===== config.mk =====
export PLATFORM = sky130hd
export DESIGN_NAME = prog_timer_bank
export DESIGN_NICKNAME = d
export VERILOG_FILES = /design/src/rtl/prog_timer_bank.sv
export SDC_FILE = /design/constraint.sdc
export NUM_CORES = 2
export LEC_CHECK = 0
export ABC_AREA = 1
export CORE_ASPECT_RATIO = 1.25
export CORE_MARGIN = 4
export CORE_UTILIZATION = 40
export DETAILED_ROUTE_END_ITERATION = 6
export GPL_ROUTABILITY_DRIVEN = 0
export PLACE_DENSITY = 0.6
export SETUP_SLACK_MARGIN = 0.2
export SLEW_MARGIN = 10
export SYNTH_ARGS = -nofsm -noshare
export SYNTH_HDL_FRONTEND = slang
export SYNTH_SLANG_ARGS = --single-unit

===== constraint.sdc =====
create_clock -name clk -period 44.5 [get_ports clk]
set_input_delay 8.9 -clock clk [delete_from_list [all_inputs] [get_ports clk]]
set_output_delay 8.9 -clock clk [all_outputs]
set_load 0.005 [all_outputs]

===== src/rtl/prog_timer_bank.sv =====
// prog_timer_bank: bank of CH timers (one-shot / periodic PWM / hold-to-trigger)
// Ports: clk, rst, ld_* config write, start/stop/clear per channel; tick/level/busy/done out.
module prog_timer_bank #(
  parameter int CH       = 4,
  parameter int W        = 32,
  parameter int PRESCALE = 1,
  parameter int CHW      = (CH > 1) ? $clog2(CH) : 1
) (
  input  logic           clk,
  input  logic           rst,
  input  logic           ld_en,
  input  logic [CHW-1:0] ld_ch,
  input  logic [1:0]     ld_mode,
  input  logic [W-1:0]   ld_period,
  input  logic [W-1:0]   ld_duty,
  input  logic [CH-1:0]  start,
  input  logic [CH-1:0]  stop,
  input  logic [CH-1:0]  clear,
  output logic [CH-1:0]  tick,
  output logic [CH-1:0]  level,
  output logic [CH-1:0]  busy,
  output logic [CH-1:0]  done
);

  localparam int PSW = (PRESCALE > 1) ? $clog2(PRESCALE) : 1;
  localparam logic [PSW-1:0] PS_LAST = PSW'(PRESCALE - 1);
  localparam logic [1:0] M_PER  = 2'b01;
  localparam logic [1:0] M_HOLD = 2'b10;

  typedef enum logic [1:0] {IDLE, RUN, PAUSE, DONE} state_t;

  // Shared free-running prescaler; start does not resync it.
  logic [PSW-1:0] pcnt;
  logic           en;

  assign en = (pcnt == PS_LAST);

  always_ff @(posedge clk or posedge rst) begin
    if (rst) begin
      pcnt <= '0;
    end else if (en) begin
      pcnt <= '0;
    end else begin
      pcnt <= pcnt + PSW'(1);
    end
  end

  for (genvar c = 0; c < CH; c++) begin : g_ch
    state_t       st;
    logic [W-1:0] cnt;
    logic [W-1:0] sh_p, sh_d, ac_p, ac_d;
    logic [1:0]   sh_m, ac_m;
    logic         tick_r;
    logic         wr, hold, go, drop;
    logic         is_busy, is_done;

    // ld_ch values >= CH match no channel and are dropped.
    assign wr = ld_en && (ld_ch == CHW'(c));

    // In IDLE the mode about to be loaded decides how start is read.
    assign hold = (st == IDLE) ? (sh_m == M_HOLD)
                               : (ac_m == M_HOLD);
    assign go   = hold ? ((st == IDLE) && start[c]) : start[c];
    assign drop = hold && !start[c] && (st != IDLE);

    always_ff @(posedge clk or posedge rst) begin
      if (rst) begin
        st     <= IDLE;
        cnt    <= '0;
        sh_p   <= '0;
        sh_d   <= '0;
        sh_m   <= '0;
        ac_p   <= '0;
        ac_d   <= '0;
        ac_m   <= '0;
        tick_r <= 1'b0;
      end else begin
        tick_r <= 1'b0;
        if (wr) begin
          sh_m <= ld_mode;
          sh_p <= ld_period;
          sh_d <= ld_duty;
        end
        if (clear[c]) begin
          st  <= IDLE;
          cnt <= '0;
        end else if (go) begin
          st   <= RUN;
          cnt  <= '0;
          ac_m <= sh_m;
          ac_p <= sh_p;
          ac_d <= sh_d;
        end else if (drop) begin
          st  <= IDLE;
          cnt <= '0;
        end else if (st == RUN && stop[c]) begin
          st <= PAUSE;
        end else if (st == PAUSE && !stop[c]) begin
          st <= RUN;
        end else if (st == RUN && en) begin
          if (cnt == ac_p) begin
            tick_r <= 1'b1;
            if (ac_m == M_PER) begin
              cnt  <= '0;
              ac_m <= sh_m;
              ac_p <= sh_p;
              ac_d <= sh_d;
            end else begin
              st <= DONE;
            end
          end else begin
            cnt <= cnt + W'(1);
          end
        end
      end
    end

    assign is_busy  = (st == RUN) || (st == PAUSE);
    assign is_done  = (st == DONE);
    assign busy[c]  = is_busy;
    assign done[c]  = is_done;
    assign tick[c]  = tick_r;
    assign level[c] = (ac_m == M_PER)  ? (is_busy && (cnt < ac_d)) :
                      (ac_m == M_HOLD) ? is_done : is_busy;
  end

endmodule


After elaboration in Yosys (flattened, before gate mapping)
Cells that the tools add are included.
Word-level totals
  register bits: 669
  word-level logic and storage cells: 392
  bits in writable memories: 0
  bits of input ports: 83
  bits in latches: 0
  memories kept: 0
  memory bits (read-only): 0
  output and inout bits: 16
Cells by class
  add/sub/neg operators: 5
  shift-type cells: 0
  muxes and demuxes: 193
  divide/modulo/power cells: 0
  bitwise operators: 5
  equal/unequal tests: 59
  $lt $le $gt $ge: 4
  multiply operators: 0
  reduce and logical (&&, ||, !) cells: 89
Operator list (count)
  2-to-1 mux 32 bit: 88
  adder 32 x 1 -> 32 bit (second input constant): 4
  == test 32 bit: 4
  less-than comparator 32 bit: 4
  2-to-1 mux 2 bit: 60
  nonzero test 6 bit: 8
  2-to-1 mux 1 bit: 45
  == test 2 bit (second input constant): 18
  logical AND 1 bit: 32
  != test 4 bit (second input constant): 8
  nonzero test 2 bit: 16
  AND reduction 7 bit: 4
  != test 2 bit (second input constant): 12
  != test 6 bit (second input constant): 4
  != test 5 x 4 -> 1 bit (second input constant): 4
  == test 2 x 1 -> 1 bit (second input constant): 9
  AND reduction 4 bit: 4
  nonzero test 4 bit: 4
  AND reduction 3 bit: 4
  zero test 2 bit: 5
  zero test 1 bit: 8
  inverter 1 bit: 5
  logical OR 1 bit: 4
  adder 1 bit (second input constant): 1

Longest topological paths before layout
  depth in word-level cells: 9
  gate-level depth with buffers: 18
  mapped depth without buffers: 15

Worst setup path before layout
Ideal clock, no wire load.
  path kind: register to output
  start point: register g_ch[0].cnt[17]
  end point: output level[0]
  cell stages (with the launch flop): 11
  data arrival time: 1407 ps
  path buffers: 0
  slack: 34193 ps
  cells stage by stage: dfrtp_1 > ha_1 > nand2_1 > inv_1 > o21ai_0 > nand2_1 > nand2_1 > o211ai_1 > a21oi_1 > nand4_1 > nand2_1
Between the ends
  longest elaborated chain between the ends: 3
Ends and longest elaborated chain
  start, declared: line 50  | logic [W-1:0] cnt;
  start signal, assigned: line 112  | cnt <= cnt + W'(1);
  less-than comparator 32 bit: line 123  | assign level[c] = (ac_m == M_PER) ? (is_busy && (cnt < ac_d)) :
  logical AND 1 bit: line 123
  2-to-1 mux 1 bit: line 123
  end, declared: line 20  | output logic [CH-1:0] level,
No other way between the ends.

Worst setup path after layout
Same ends and word-level chain as after synthesis.

==> metrics.csv <==
metric,value,unit
outcome,finished clean,
CTS Buf Count,71,
"Warnings, synthesis",0,
DR vias,30400,
# H-tree levels,3,
hold buffer count at cts,0,
kind of end point of the critical path,output pin,
Pint,0.00126,W
die width,276,microns
Reg power frac,0.433,
Tcrit/Tclk final,0.269,
max cap viols,0,
clk buf depth,3,
dominant register cell in the synthesized netlist,dfrtp_1,
HP Class,register to register,
Worst slew margin,0.244,
vias per cell,5.06,
Yosys reg bits,668,
Async SR Flop Fraction,1.00,
total track usage,0.226,
switching share of power,0.334,
Crit Path Max Fanout,7,
Total Power,0.00189,W
IO Count,99,
clock-pin slew on the worst setup and hold paths,0.06,ns
Avg Inst Size Synth,7.52,sq um
worst vdd ir,0.0000309,V
detailed-route wire length per cell,18.0,microns
Max Fclk,83.6,MHz
setup ws final,32.53,ns
Die Y-Extent,343,microns
row cnt,122,
CP required,35.60,ns
full die area,94700,sq um
Tmin final,11.97,ns
post-CTS setup buffers,0,
Power Density,46.9,nW/um^2
final setup TNS,0,ns
drt drc,0,
Setup-failing EPs final,0,
Final Skew,0.0250,ns
synth unique cells,44,
Post-Synthesis Cells,4777,
number of global-route vias before repair,28800,
Starting Density,0.404,
"EDFF count, synth",0,
CTS root buffer,clkbuf_16,
Syn-to-layout area delta,11.9,%
post-cts sizing count,0,
hold violation count in the final report,0,
fin nets,4990,
Routed Wire Length,108,mm
layout cell share with drive strength beyond 1,0.0409,
leakage power,19.9,nW
CTS tree,yes,
DP Worst Slack,32.31,ns
Worst-Margin Slew,1.13,ns
DR iter-0 viols,2848,
sequential area share after synthesis,0.465,
Max Slew Vio Count,0,
post-placement cell count,5868,
total net switching power,0.000630,W
initial antenna violation count,24,
Post-DP HPWL,74.6,mm
pin count of the biggest net entering global routing,169,
Buffers on Ports,98,
Synth Cell Area,35900,sq um
global route overflow,0,
Non-Filler Instances,6005,
Logic pwr share,0.228,
Clk pwr share,0.338,
worst setup path category,register to output pin,
post-route ant nets,0,
critical path startpoint category,register,
Clock Sinks,668,
syn nets,5004,
first-pass GRT wire length,168,mm
RSZ-0062 raised after global routing,false,
worst-skew pair later-pin latency,0.64,ns
drt first pass iters,7,
"Data arrival, critical path",3.07,ns
core area,88800,sq um
==> worst max-delay path, cell delays in order, from the launching register on <==
cell	delay, ns
dfrtp_1	0.50
ha_1	0.36
nand2_1	0.06
inv_1	0.03
o21ai_0	0.14
nand2_1	0.07
nand2_1	0.06
o211ai_1	0.12
a21oi_1	0.33
nand4_1	0.16
nand2_1	0.09
clkdlybuf4s50_1	0.50
==> cell usage in the layout (no fill, tap or decap), types with 80 or more instances in the layout <==
master and n:
nand2_1 1646, dfrtp_1 668, inv_1 556, nor2_1 373, o21ai_0 364, nand3_1 234
nand4_1 185, ha_1 144, clkdlybuf4s50_1 98, nor3_1 80
==> final cells by class <==
| type | instances | area, sq um |
|---|---|---|
| Antenna cell | 7 | 17.5 |
| Clock buffer | 92 | 2010 |
| Clock inverter | 38 | 480 |
| Fill cell | 8952 | 48600 |
| Inverter | 575 | 2170 |
| Multi-Input combinational cell | 3319 | 16100 |
| Sequential cell | 668 | 16700 |
| Tap cell | 1178 | 1470 |
| Timing Repair Buffer | 128 | 1220 |
==> power by group through the flow <==
| stage | Sequential [W] | Clock, W | Combinational [W] |
|---|---|---|---|
| after floorplan | 0.000799 | 0 | 0.000324 |
| after global placement | 0.000825 | 0 | 0.000422 |
| after detailed placement | 0.000826 | 0 | 0.000433 |
| after CTS | 0.000817 | 0.000652 | 0.000435 |
| after global routing | 0.000832 | 0.000676 | 0.000501 |
| final | 0.000817 | 0.000638 | 0.000430 |
==> final timing paths <==
| check | start | to | slack [ns] | depth (start not counted) |
|---|---|---|---|---|
| worst max-delay path | g_ch[0].cnt[17] | level[0] | 32.53 | 11 |
| worst min-delay path | g_ch[0].ac_d[9] | g_ch[0].ac_d[9] | 0.47 | 2 |
| worst max register to register | g_ch[2].cnt[13] | g_ch[2].cnt[12] | 40.57 | 12 |
| worst min register to register | g_ch[0].ac_d[9] | g_ch[0].ac_d[9] | 0.47 | 2 |
| max in group asynchronous | rst | g_ch[2].ac_p[1] | 33.32 | 4 |
| min in group asynchronous | rst | g_ch[0].st[1] | 8.81 | 2 |
==> state kept, by name, indices dropped and copies added (netlist names) <==
register     flops
g_ch.ac_d      128
g_ch.ac_p      128
g_ch.cnt       128
g_ch.sh_d      128
g_ch.sh_p      128
g_ch.ac_m        8
g_ch.sh_m        8
g_ch.st          8
g_ch.tick_r      4
==> layer usage <==
layer / global-route usage / wire length [microns]
met5: 0 / 55
met4: 0.0897 / 4120
met3: 0.0374 / 7310
met2: 0.363 / 49300
met1: 0.306 / 47200
==> cell usage after synthesis, types with 5 or more instances <==
library cell  instances  area [sq um]
nand4_1             185          1160
buf_2                59           295
inv_1               559          2100
nor3b_1               7          52.6
o21a_1                6          45.0
xor2_1               72           631
ha_1                144          1800
nand2_1            1650          6190
o211ai_1              9          67.6
nor3_1               80           400
a211oi_1              5          37.5
nand3_1             239          1200
inv_2                11          41.3
dfrtp_1             668         16700
buf_4                26           195
a21oi_1              75           375
clkinv_1              5          18.8
nor2_1              373          1400
clkbuf_1            119           447
o21ai_1              10          50.1
o21ai_0             364          1820
or2_2                12          75.1
xnor2_1              60           526
==> metrics by stage <==
step | util | area (sq um) | hold WS, ns
3_3_place_gp | 0.425 | 37700 | 0.454
5_1_grt | 0.453 | 40200 | 0.488
2_1_floorplan | - | 35900 | 0.442
4_1_cts | 0.453 | 40200 | 0.473
6_report | 0.453 | 40200 | 0.469
3_5_place_dp | 0.425 | 37700 | 0.458
==> cells by family (layout without fill, tap and decap cells) <==
family | after synthesis | count (layout) | synth area share
fa+ha+maj | 144 | 144 | 0.0501
other cells | 0 | 7 | 0
xor+xnor | 132 | 132 | 0.0322
simple gates | 2560 | 2560 | 0.294
compound gates | 483 | 483 | 0.0698
flops | 668 | 668 | 0.465
buf+inv | 790 | 833 | 0.0883
Power figures use the tool's default switching activity.
